--- config.mk ---
export PLATFORM = sky130hd
export DESIGN_NAME = seq_detect_ctrl
export DESIGN_NICKNAME = d
export VERILOG_FILES = /design/src/rtl/seq_ctrl_pkg.sv /design/src/rtl/seq_match_core.sv /design/src/rtl/seq_detect_ctrl.sv
export SDC_FILE = /design/constraint.sdc
export NUM_CORES = 1
export LEC_CHECK = 0
export ABC_AREA = 1
export BUFFER_PORTS_ARGS = -buffer_cell sky130_fd_sc_hd__buf_2
export CORE_ASPECT_RATIO = 1.25
export CORE_MARGIN = 2
export CORE_UTILIZATION = 30
export DETAILED_ROUTE_END_ITERATION = 10
export HOLD_SLACK_MARGIN = 0.1
export PLACE_DENSITY = 0.59
export SYNTH_ARGS = -nofsm -noshare
export SYNTH_HDL_FRONTEND = slang
export SYNTH_HIERARCHICAL = 1
export SYNTH_SLANG_ARGS = --single-unit
--- constraint.sdc ---
create_clock -name clk -period 3.9 [get_ports clk]
set_input_delay 0.39 -clock clk [delete_from_list [all_inputs] [get_ports clk]]
set_output_delay 0.39 -clock clk [all_outputs]
set_load 0.05 [all_outputs]
--- src/rtl/seq_ctrl_pkg.sv ---
// Shared types and default widths for the sequence-detector run controller.
//   state_e       : run-controller FSM states
//   DEF_*         : default parameter values for MAX_LEN, CNT_W, TMO_W and LEN_W
//   len_is_legal  : true when a pattern length lies in 1..max_len
package seq_ctrl_pkg;

  localparam int unsigned DEF_MAX_LEN = 8;
  localparam int unsigned DEF_CNT_W   = 8;
  localparam int unsigned DEF_TMO_W   = 16;
  localparam int unsigned DEF_LEN_W   = $clog2(DEF_MAX_LEN + 1);

  typedef enum logic [1:0] {
    IDLE = 2'd0,
    RUN  = 2'd1,
    DONE = 2'd2
  } state_e;

  function automatic logic len_is_legal(input int unsigned len, input int unsigned max_len);
    return (len >= 1) && (len <= max_len);
  endfunction

endpackage

--- src/rtl/seq_match_core.sv ---
// Serial pattern matcher: shift history, valid-bit count and length-masked compare.
// Ports:
//   clk, rst   : clock, synchronous active-high reset
//   shift_en   : accept 'in' this cycle (controller is running)
//   clear      : wipe history and valid count (start of a run)
//   in         : serial data bit, newest bit enters the LSB
//   pattern    : reference pattern, bit [len-1] is the oldest bit
//   len        : active pattern length (1..MAX_LEN)
//   overlap    : 1 = matches may share bits, 0 = restart after each match
//   match      : combinational, high when the bit on 'in' completes a match
module seq_match_core
  import seq_ctrl_pkg::*;
#(
  parameter int unsigned  MAX_LEN = DEF_MAX_LEN,
  localparam int unsigned LEN_W   = $clog2(MAX_LEN + 1)
) (
  input  logic               clk,
  input  logic               rst,
  input  logic               shift_en,
  input  logic               clear,
  input  logic               in,
  input  logic [MAX_LEN-1:0] pattern,
  input  logic [LEN_W-1:0]   len,
  input  logic               overlap,
  output logic               match
);

  logic [MAX_LEN-1:0] history;
  logic [LEN_W-1:0]   valid_cnt;
  logic [MAX_LEN-1:0] cand_c;
  logic [LEN_W-1:0]   cand_valid_c;
  logic [MAX_LEN-1:0] mask_c;

  // The match is judged on the history as it will be after this cycle's bit,
  // so the registered detected pulse lands one cycle after the completing bit.
  always_comb begin
    cand_c       = {history[MAX_LEN-2:0], in};
    cand_valid_c = (valid_cnt >= len) ? len : LEN_W'(valid_cnt + LEN_W'(1));
    mask_c       = '0;
    for (int unsigned i = 0; i < MAX_LEN; i++) begin
      mask_c[i] = (i < 32'(len));
    end
    match = shift_en && (cand_valid_c >= len) && (((cand_c ^ pattern) & mask_c) == '0);
  end

  // History and valid count; a non-overlapping match discards all used bits.
  always_ff @(posedge clk) begin
    if (rst || clear) begin
      history   <= '0;
      valid_cnt <= '0;
    end else if (shift_en) begin
      history   <= cand_c;
      valid_cnt <= (match && !overlap) ? '0 : cand_valid_c;
    end
  end

endmodule

--- src/rtl/seq_detect_ctrl.sv ---
// Run controller for a programmable Moore sequence detector on a serial stream.
// Holds the pattern configuration, sequences arm/count/finish and reports status.
// Optional feature macro: MATCH_TIMEOUT_EN (inactivity timeout; without it the
// timeout flag is tied low and cfg_timeout is unused).
// Ports:
//   clk, rst        : clock, synchronous active-high reset
//   cfg_we          : load cfg_* registers (IDLE only)
//   cfg_pattern     : pattern, bit [len-1] received first
//   cfg_len         : pattern length, legal 1..MAX_LEN
//   cfg_overlap     : 1 = overlapping detection
//   cfg_target      : matches that finish a run, 0 = run until abort
//   cfg_timeout     : inactivity limit in cycles, 0 = disabled
//   start, abort    : one-cycle run control pulses (abort wins)
//   in              : serial data bit, sampled in RUN
//   busy            : high in RUN
//   detected        : one-cycle pulse per match
//   match_cnt       : saturating match count of the current run
//   done            : high in DONE
//   timeout         : sticky, run ended by inactivity
module seq_detect_ctrl
  import seq_ctrl_pkg::*;
#(
  parameter int unsigned  MAX_LEN = DEF_MAX_LEN,
  parameter int unsigned  CNT_W   = DEF_CNT_W,
  parameter int unsigned  TMO_W   = DEF_TMO_W,
  localparam int unsigned LEN_W   = $clog2(MAX_LEN + 1)
) (
  input  logic               clk,
  input  logic               rst,
  input  logic               cfg_we,
  input  logic [MAX_LEN-1:0] cfg_pattern,
  input  logic [LEN_W-1:0]   cfg_len,
  input  logic               cfg_overlap,
  input  logic [CNT_W-1:0]   cfg_target,
  input  logic [TMO_W-1:0]   cfg_timeout,
  input  logic               start,
  input  logic               abort,
  input  logic               in,
  output logic               busy,
  output logic               detected,
  output logic [CNT_W-1:0]   match_cnt,
  output logic               done,
  output logic               timeout
);

  state_e state, state_next;

  logic [MAX_LEN-1:0] pattern_q;
  logic [LEN_W-1:0]   len_q;
  logic               overlap_q;
  logic [CNT_W-1:0]   target_q;

  logic               cfg_load_c;
  logic [LEN_W-1:0]   eff_len_c;
  logic               len_ok_c;
  logic               run_c;
  logic               enter_run_c;
  logic               match_c;
  logic [CNT_W-1:0]   cnt_inc_c;
  logic               target_hit_c;
  logic               tmo_hit_c;

  logic               busy_next;
  logic               detected_next;
  logic [CNT_W-1:0]   match_cnt_next;
  logic               done_next;
  logic               timeout_next;

  // A write in the same cycle as start must be the length the run is judged on.
  assign cfg_load_c  = (state == IDLE) && cfg_we;
  assign eff_len_c   = cfg_load_c ? cfg_len : len_q;
  assign len_ok_c    = len_is_legal(32'(eff_len_c), MAX_LEN);
  assign run_c       = (state == RUN) && !abort;
  assign enter_run_c = (state != RUN) && (state_next == RUN);

  assign cnt_inc_c    = (&match_cnt) ? match_cnt : CNT_W'(match_cnt + CNT_W'(1));
  assign target_hit_c = match_c && (target_q != '0) && (cnt_inc_c == target_q);

  // Configuration registers, writable only while idle.
  always_ff @(posedge clk) begin
    if (rst) begin
      pattern_q <= '0;
      len_q     <= '0;
      overlap_q <= 1'b0;
      target_q  <= '0;
    end else if (cfg_load_c) begin
      pattern_q <= cfg_pattern;
      len_q     <= cfg_len;
      overlap_q <= cfg_overlap;
      target_q  <= cfg_target;
    end
  end

  seq_match_core #(
    .MAX_LEN (MAX_LEN)
  ) u_core (
    .clk      (clk),
    .rst      (rst),
    .shift_en (run_c),
    .clear    (enter_run_c),
    .in       (in),
    .pattern  (pattern_q),
    .len      (len_q),
    .overlap  (overlap_q),
    .match    (match_c)
  );

`ifdef MATCH_TIMEOUT_EN
  logic [TMO_W-1:0] timeout_q;
  logic [TMO_W-1:0] tmo_cnt;
  logic [TMO_W-1:0] tmo_inc_c;

  // Idle-cycle counter: restarts on every match, saturates at all-ones.
  assign tmo_inc_c = match_c   ? '0 :
                     (&tmo_cnt) ? tmo_cnt : TMO_W'(tmo_cnt + TMO_W'(1));
  assign tmo_hit_c = run_c && (timeout_q != '0) && (tmo_inc_c == timeout_q);

  always_ff @(posedge clk) begin
    if (rst || enter_run_c) begin
      tmo_cnt <= '0;
    end else if (run_c) begin
      tmo_cnt <= tmo_inc_c;
    end
  end

  always_ff @(posedge clk) begin
    if (rst) begin
      timeout_q <= '0;
    end else if (cfg_load_c) begin
      timeout_q <= cfg_timeout;
    end
  end
`else
  logic unused_cfg_timeout;
  assign unused_cfg_timeout = ^cfg_timeout;
  assign tmo_hit_c          = 1'b0;
`endif

  // State register.
  always_ff @(posedge clk) begin
    if (rst) begin
      state <= IDLE;
    end else begin
      state <= state_next;
    end
  end

  // Next-state logic; abort overrides everything, including start.
  always_comb begin
    state_next = state;
    if (abort) begin
      state_next = IDLE;
    end else begin
      case (state)
        IDLE:    if (start && len_ok_c) state_next = RUN;
        RUN:     if (target_hit_c || tmo_hit_c) state_next = DONE;
        DONE:    if (start && len_ok_c) state_next = RUN;
        default: state_next = IDLE;
      endcase
    end
  end

  // Output next-values; status flags follow the state being entered.
  always_comb begin
    busy_next      = (state_next == RUN);
    done_next      = (state_next == DONE);
    detected_next  = match_c;
    match_cnt_next = match_cnt;
    timeout_next   = timeout;
    if (abort || enter_run_c) begin
      match_cnt_next = '0;
      timeout_next   = 1'b0;
    end else if (run_c) begin
      if (match_c) match_cnt_next = cnt_inc_c;
      if (tmo_hit_c) timeout_next = 1'b1;
    end
  end

  // Output registers.
  always_ff @(posedge clk) begin
    if (rst) begin
      busy      <= 1'b0;
      detected  <= 1'b0;
      match_cnt <= '0;
      done      <= 1'b0;
      timeout   <= 1'b0;
    end else begin
      busy      <= busy_next;
      detected  <= detected_next;
      match_cnt <= match_cnt_next;
      done      <= done_next;
      timeout   <= timeout_next;
    end
  end

endmodule

Word level (Yosys, flattened, before mapping)
Cells that the tools add are included.
Widths: inputs -> output; s select.
- bits in registers: 45
- bits of input ports: 43
- output and inout bits: 12
- logic and storage cells: 62
- add/subtract/negate cells: 2
- $lt $le $gt $ge: 12
- equal/unequal tests: 6
- muxes and demuxes: 8
- bitwise logic cells: 2
- reductions and logical operators: 21
- operators with widths (kind ; number):
    $lt 3x4->1 const A ; 4
    $mux 4 ; 3
    $logic_and 1x1->1 ; 10
    $add 8x1->8 const B ; 1
    $and 8x8->8 ; 1
    $eq 8x8->1 ; 1
    $ge 4x4->1 ; 2
    $logic_not 8->1 ; 1
    $lt 1x4->1 const A ; 2
    $lt 2x4->1 const A ; 2
    $mux 8 ; 1
    $reduce_and 8->1 ; 1
    $reduce_bool 8->1 ; 1
    $xor 8x8->8 ; 1
    $mux 2 ; 3
    $add 4x1->4 const B ; 1
    $eq 2x1->1 const B ; 2
    $eq 2x2->1 const B ; 2
    $ge 4x1->1 const B ; 1
    $le 4x4->1 const B ; 1
    $pmux 2 s2 ; 1
    $reduce_or 2->1 ; 2
    $logic_not 1->1 ; 2
    $logic_not 2->1 ; 1
    3 further kinds ; 4

Logic depth before layout (Yosys ltp)
- depth in word-level cells: 14
- depth in mapped cells: 24
- mapped depth without buffers: 24

Cells and area by module
The synthesis kept the hierarchy.
- by module, submodules not included (module ; times used ; cells an instance ; area each (um^2) ; sequential area each (um^2)):
    seq_detect_ctrl ; 1 ; 240 ; 1644.1 ; 680.7
    seq_match_core ; 1 ; 142 ; 919.6 ; 220.2

Least setup slack after synthesis
Ideal clock, no wire load.
- path type: flip-flop to flip-flop
- start point: reg len_q[3]
- end point: reg busy
- setup time: 0.123 ns
- data arrival time: 2.577 ns
- data required time: 3.777 ns
- slack: 1.200 ns
- stages on the path, launching flop included: 21
- path buffers: 0
- clock period less this slack: 2.700 ns
- cell sequence: dfxtp_1 -> inv_2 -> ha_1 -> a21oi_1 -> nand3_2 -> o21ai_0 -> inv_1 -> ha_1 -> nand2_1 -> inv_1 -> nand2_1 -> nand3_1 -> nand2_1 -> nor2_1 -> inv_1 -> nor2_1 -> nand2_1 -> nor2_1 -> nand3_1 -> o21bai_1 -> a21oi_1
- longest elaborated chain between the ends: 11
- elaborated cells between the ends (all ways): 27
- those cells by class: 12 x order compare; 1 x eq/ne; 6 x mux; 1 x bitwise; 7 x reduce/logical
- ends and longest elaborated chain (element ; line ; source):
    from (decl) ; seq_detect_ctrl.sv:49 ; logic [LEN_W-1:0] len_q;
    from (signal assigned) ; seq_detect_ctrl.sv:88 ; len_q <= cfg_len;
    $ge 4x4->1 ; seq_match_core.sv:38 ; cand_valid_c = (valid_cnt >= len) ? len : LEN_W'(valid_cnt + LEN_W'(1));
    $mux 4 ; seq_match_core.sv:38 ;
    $ge 4x4->1 ; seq_match_core.sv:43 ; match = shift_en && (cand_valid_c >= len) && (((cand_c ^ pattern) & mask_c) == '0);
    $logic_and 1x1->1 ; seq_match_core.sv:43 ;
    $logic_and 1x1->1 * ; seq_match_core.sv:43 ;
    net detected_next ; seq_detect_ctrl.sv:64 ; logic detected_next;
    $logic_and 1x1->1 * (2 in series) ; seq_detect_ctrl.sv:77 ; assign target_hit_c = match_c && (target_q != '0) && (cnt_inc_c == target_q);
    $mux 2 * ; seq_detect_ctrl.sv:156 ; RUN: if (target_hit_c || tmo_hit_c) state_next = DONE;
    $pmux 2 s2 * ; seq_detect_ctrl.sv:154 ; case (state)
    $mux 2 * ; seq_detect_ctrl.sv:151 ; if (abort) begin
    $eq 2x1->1 * ; seq_detect_ctrl.sv:165 ; busy_next = (state_next == RUN);
    to (signal assigned) ; seq_detect_ctrl.sv:188 ; busy <= busy_next;
    to (decl) ; seq_detect_ctrl.sv:39 ; output logic busy,
Mark *: on every way through the listed nets, which the timed path passes. The rest lies on a longest branch.
A chain may end at the register's enable or synchronous reset.

Worst setup path in the final report
- start point: reg len_q[1]
- end point: reg match_cnt[6]
- longest elaborated chain between the ends: 14
- elaborated cells between the ends (all ways): 31
- those cells by class: 12 x order compare; 1 x eq/ne; 6 x mux; 1 x bitwise; 11 x reduce/logical
- ends and longest elaborated chain (element ; line ; source):
    $ge 4x4->1 ; seq_match_core.sv:38 ;
    $mux 4 ; seq_match_core.sv:38 ;
    $ge 4x4->1 ; seq_match_core.sv:43 ;
    $logic_and 1x1->1 ; seq_match_core.sv:43 ;
    $logic_and 1x1->1 * ; seq_match_core.sv:43 ;
    net detected_next ; seq_detect_ctrl.sv:64 ;
    $logic_and 1x1->1 (2 in series) ; seq_detect_ctrl.sv:77 ;
    $mux 2 ; seq_detect_ctrl.sv:156 ;
    $pmux 2 s2 ; seq_detect_ctrl.sv:154 ;
    $mux 2 ; seq_detect_ctrl.sv:151 ;
    $eq 2x1->1 ; seq_detect_ctrl.sv:74 ; assign enter_run_c = (state != RUN) && (state_next == RUN);
    $logic_and 1x1->1 ; seq_detect_ctrl.sv:74 ;
    $logic_or 1x1->1 ; seq_detect_ctrl.sv:170 ; if (abort || enter_run_c) begin
    $reduce_or 2->1 (no line) ; - ;
    to (signal assigned) ; seq_detect_ctrl.sv:190 ; match_cnt <= match_cnt_next;
    to (decl) ; seq_detect_ctrl.sv:41 ; output logic [CNT_W-1:0] match_cnt,
Marks and branches as above.

==> flow_summary.ini <==
[final_layout]
post_layout_nonfiller_instances = 515
area_growth_syn_to_layout_pct = 14.45
antenna_cells = 0
design.final.nets = 471
final.fill_count = 899
area_used_by_multi_input_combinational_logic_um2 = 1424
postLayoutCoreUtil_pct = 35.41
register_area_um2 = 900.9
layout-drive-gt1-share_pct = 17.46

[worst_setup_path]
crit_fanout = 10
critical_path.endpoint_type = register
worstSetupStartpointType = register
critical_path_class = register to register
regToRegSetupSlack_ns = 0.71
cp_data_required_time_ns = 4.08
worst_ep_arrival_time_ns = 3.37

[die]
pin_count = 55
die_w_um = 86.69
rows = 37
core_um2 = 8287
start_util_pct = 30.94
chipHeight_um = 107.4
die_area_um2 = 9306

[placement]
dp_hpwl_um = 4691
gp_congestion = 0.7950
io_buffers = 37
post-place-cells = 508

[timing]
grt_setup_unrepaired = no
report.final.setup_viol = 0
max-slew-margin-rel_pct = 64.91
timing_worst_slew_pin_value_ns = 0.5257
finalWorstPathRequiredPeriod_ns = 3.186
timing_hold_violations_final = 0
fmax_mhz = 313.8
fin_tns_setup_ns = 0
clock-skew-final_ns = 0.01062
final.period_utilization_pct = 81.70
max_slew_vio_count = 0

[synth]
synthAdderAreaFrac_pct = 4.880
most_frequently_used_flop_master_after_synthesis = sky130_fd_sc_hd__dfxtp_1
synth.top_cells.by_count = 99 x sky130_fd_sc_hd__nand2_1, 51 x sky130_fd_sc_hd__nor2_1, 45 x sky130_fd_sc_hd__dfxtp_1
mux_contribution_to_synthesized_area_pct = 0
combinational_family_with_the_most_area_after_synthesis = simple AND/OR/NAND/NOR gates
asyncSetResetFlopFracSynth_pct = 0
yosys.area_share.xor_xnor_pct = 3.075
synth.yosys.warnings = 6
synth-seq-cells = 45
yosys-top-cells-area = sky130_fd_sc_hd__dfxtp_1 35%, sky130_fd_sc_hd__nand2_1 14%, sky130_fd_sc_hd__nor2_1 7.5%
edff_count_synth = 0
synth_fp_nets = 435
synth_most_common_cell = sky130_fd_sc_hd__nand2_1
yosysTopAreaCell = sky130_fd_sc_hd__dfxtp_1
synth_cell_type_count = 33
post_synth_and_or_nand_nor_area_fraction_pct = 32.89
synthesis.instances = 382
area_share_of_the_leading_cell_type_in_the_synthesized_netlist_pct = 35.14
syn-cell-area_um2 = 2564
synth_compound_gate_area_share_pct = 14.54
synth-seq-area-share_pct = 35.14
syn-mean-instance-area_um2 = 6.711

[detailed_routing]
detailroute.via_count = 2383
drt_pass1_iterations = 4
route.antenna.remaining_nets = 0
wl_per_cell_um = 11.60
vias_per_cell = 4.627
drcViolationCount = 0
drt_first_iter_violations = 47
totalWireLength_um = 5976

[cts]
cts_tree = built
tritoncts.num_buffers = 5
cts-root-buf = sky130_fd_sc_hd__clkbuf_8
cts.reportedPaths.clkPinSlew_ns = 0.09
cts-root-to-sink-buffers = 2
clkSinkCount = 45
holdBufCountCts = 0
postCtsSetupRepairBufs = 0
later_pin_clock_latency_in_the_skew_report_ns = 0.29
postCtsResizedCells = 0
htree_num_levels = 2

[global_route]
grt.overflow.total = 0
number_of_global_route_vias_before_repair = 2308
grt_util_all_layers_pct = 13.55
grt_max_degree = 34
first_pass_grt_wire_length_um = 10180
antenna_found_initial = 0

[power_and_ir_drop]
power-per-cell-area_nw_per_um2 = 353.5
p_leak_nw = 1.393
vdd.ir_drop.worst_uv = 195.8

[outcome]
result_of_the_run = finished, final reports clean

[flow_run]
max-cap-violations = 0

[min_path]
timing.hold.worst.class = input port to register
## layout by cell type (no fill, tap or decap), types with 2 or more instances in the layout
cell type                  instances
sky130_fd_sc_hd__xnor2_1           2
sky130_fd_sc_hd__dfxtp_1          45
sky130_fd_sc_hd__nor2_2            2
sky130_fd_sc_hd__a21oi_2           4
sky130_fd_sc_hd__clkbuf_8          5
sky130_fd_sc_hd__nand3_2           4
sky130_fd_sc_hd__nand2_2           3
sky130_fd_sc_hd__nand3_1          17
sky130_fd_sc_hd__buf_2            37
sky130_fd_sc_hd__xor2_1            7
sky130_fd_sc_hd__o21bai_1          3
sky130_fd_sc_hd__ha_1             10
sky130_fd_sc_hd__o21ai_2           2
sky130_fd_sc_hd__nand4_1           6
sky130_fd_sc_hd__o21ai_1           5
sky130_fd_sc_hd__nor2_1           51
sky130_fd_sc_hd__a211oi_1          3
sky130_fd_sc_hd__a21oi_1          21
sky130_fd_sc_hd__inv_2             6
sky130_fd_sc_hd__nand2_1          99
sky130_fd_sc_hd__nor2_4            2
sky130_fd_sc_hd__o21ai_0          29
sky130_fd_sc_hd__inv_1            44
## power by group
group          internal, mW  leakage (nW)  switching [mW]
Sequential            0.480         0.368          0.0162
Clock                 0.186        0.0540           0.157
Combinational        0.0733         0.971           0.124
Total                 0.740          1.39           0.297
## final timing paths
check / from / to / cells after the start
max: len_q[1]$_SDFF_PP0_ / match_cnt[6]$_SDFFE_PP0P_ / 17
min: cfg_pattern[4] / pattern_q[4]$_SDFFE_PP0N_ / 3
max reg2reg: len_q[1]$_SDFF_PP0_ / match_cnt[6]$_SDFFE_PP0P_ / 17
min reg2reg: target_q[2]$_SDFFE_PP0N_ / target_q[2]$_SDFFE_PP0N_ / 2
## flip-flops by register name, indices dropped and copies added, names as in the netlist
register	cells
u_core/valid_cnt	4
state	2
target_q	8
busy	1
match_cnt	8
detected	1
overlap_q	1
pattern_q	8
len_q	4
u_core/history	7
done	1
## cells by family (layout without fill, tap and decap cells)
logic type / count (synthesis) / after routing
AOI/OAI and AO/OA: 67 / 67
and+or+nand+nor: 190 / 190
other: 1 / 1
DFF: 45 / 45
xor gates and xnor gates: 9 / 9
adders and majority gates: 10 / 10
buffers and inverters: 60 / 96
## stage by stage
step | worst slack [ns] | area (um^2) | hold slack (ns) | power [mW]
after floorplan | 1.200 | 2564 | 0.4527 | 0.6553
after global placement | 0.8139 | 2830 | 0.4649 | 0.6998
after detailed placement | 0.7440 | 2830 | 0.4742 | 0.7059
after CTS | 0.7169 | 2934 | 0.3499 | 1.054
after global routing | 0.2956 | 2934 | 0.3719 | 1.098
final | 0.7137 | 2934 | 0.3509 | 1.037
## final cells by class
type | count | share of cell area (%)
clock buffer | 5 | 2.345
clock inverter | 2 | 1.194
inverter | 51 | 6.525
multi-input combinational | 277 | 48.53
sequential | 45 | 30.70
tap | 97 | 4.136
timing repair buffer | 38 | 6.567
## critical path, stage by stage, from the launching register on
cell,delay [ns]
sky130_fd_sc_hd__dfxtp_1,0.40
sky130_fd_sc_hd__inv_1,0.13
sky130_fd_sc_hd__ha_1,0.34
sky130_fd_sc_hd__inv_1,0.07
sky130_fd_sc_hd__o21bai_1,0.06
sky130_fd_sc_hd__nand2_1,0.07
sky130_fd_sc_hd__nand3_2,0.13
sky130_fd_sc_hd__o21ai_0,0.28
sky130_fd_sc_hd__inv_1,0.09
sky130_fd_sc_hd__ha_1,0.31
sky130_fd_sc_hd__a21oi_1,0.15
sky130_fd_sc_hd__nand3_1,0.09
sky130_fd_sc_hd__nand2_1,0.08
sky130_fd_sc_hd__nor2_1,0.06
sky130_fd_sc_hd__nand2_1,0.20
sky130_fd_sc_hd__clkinv_1,0.29
sky130_fd_sc_hd__o21ai_0,0.24
sky130_fd_sc_hd__nor2_1,0.06
## per-layer routing
layer | GRT usage (%) | vias up | share of wire, %
li1 | - | 1283 | -
met1 | 14.78 | 1068 | 43
met2 | 26.32 | 28 | 53
met3 | 2.071 | 4 | 2.7
met4 | 3.906 | 0 | 0.85
met5 | 0 | - | 0
Power figures use the tool's default switching activity.
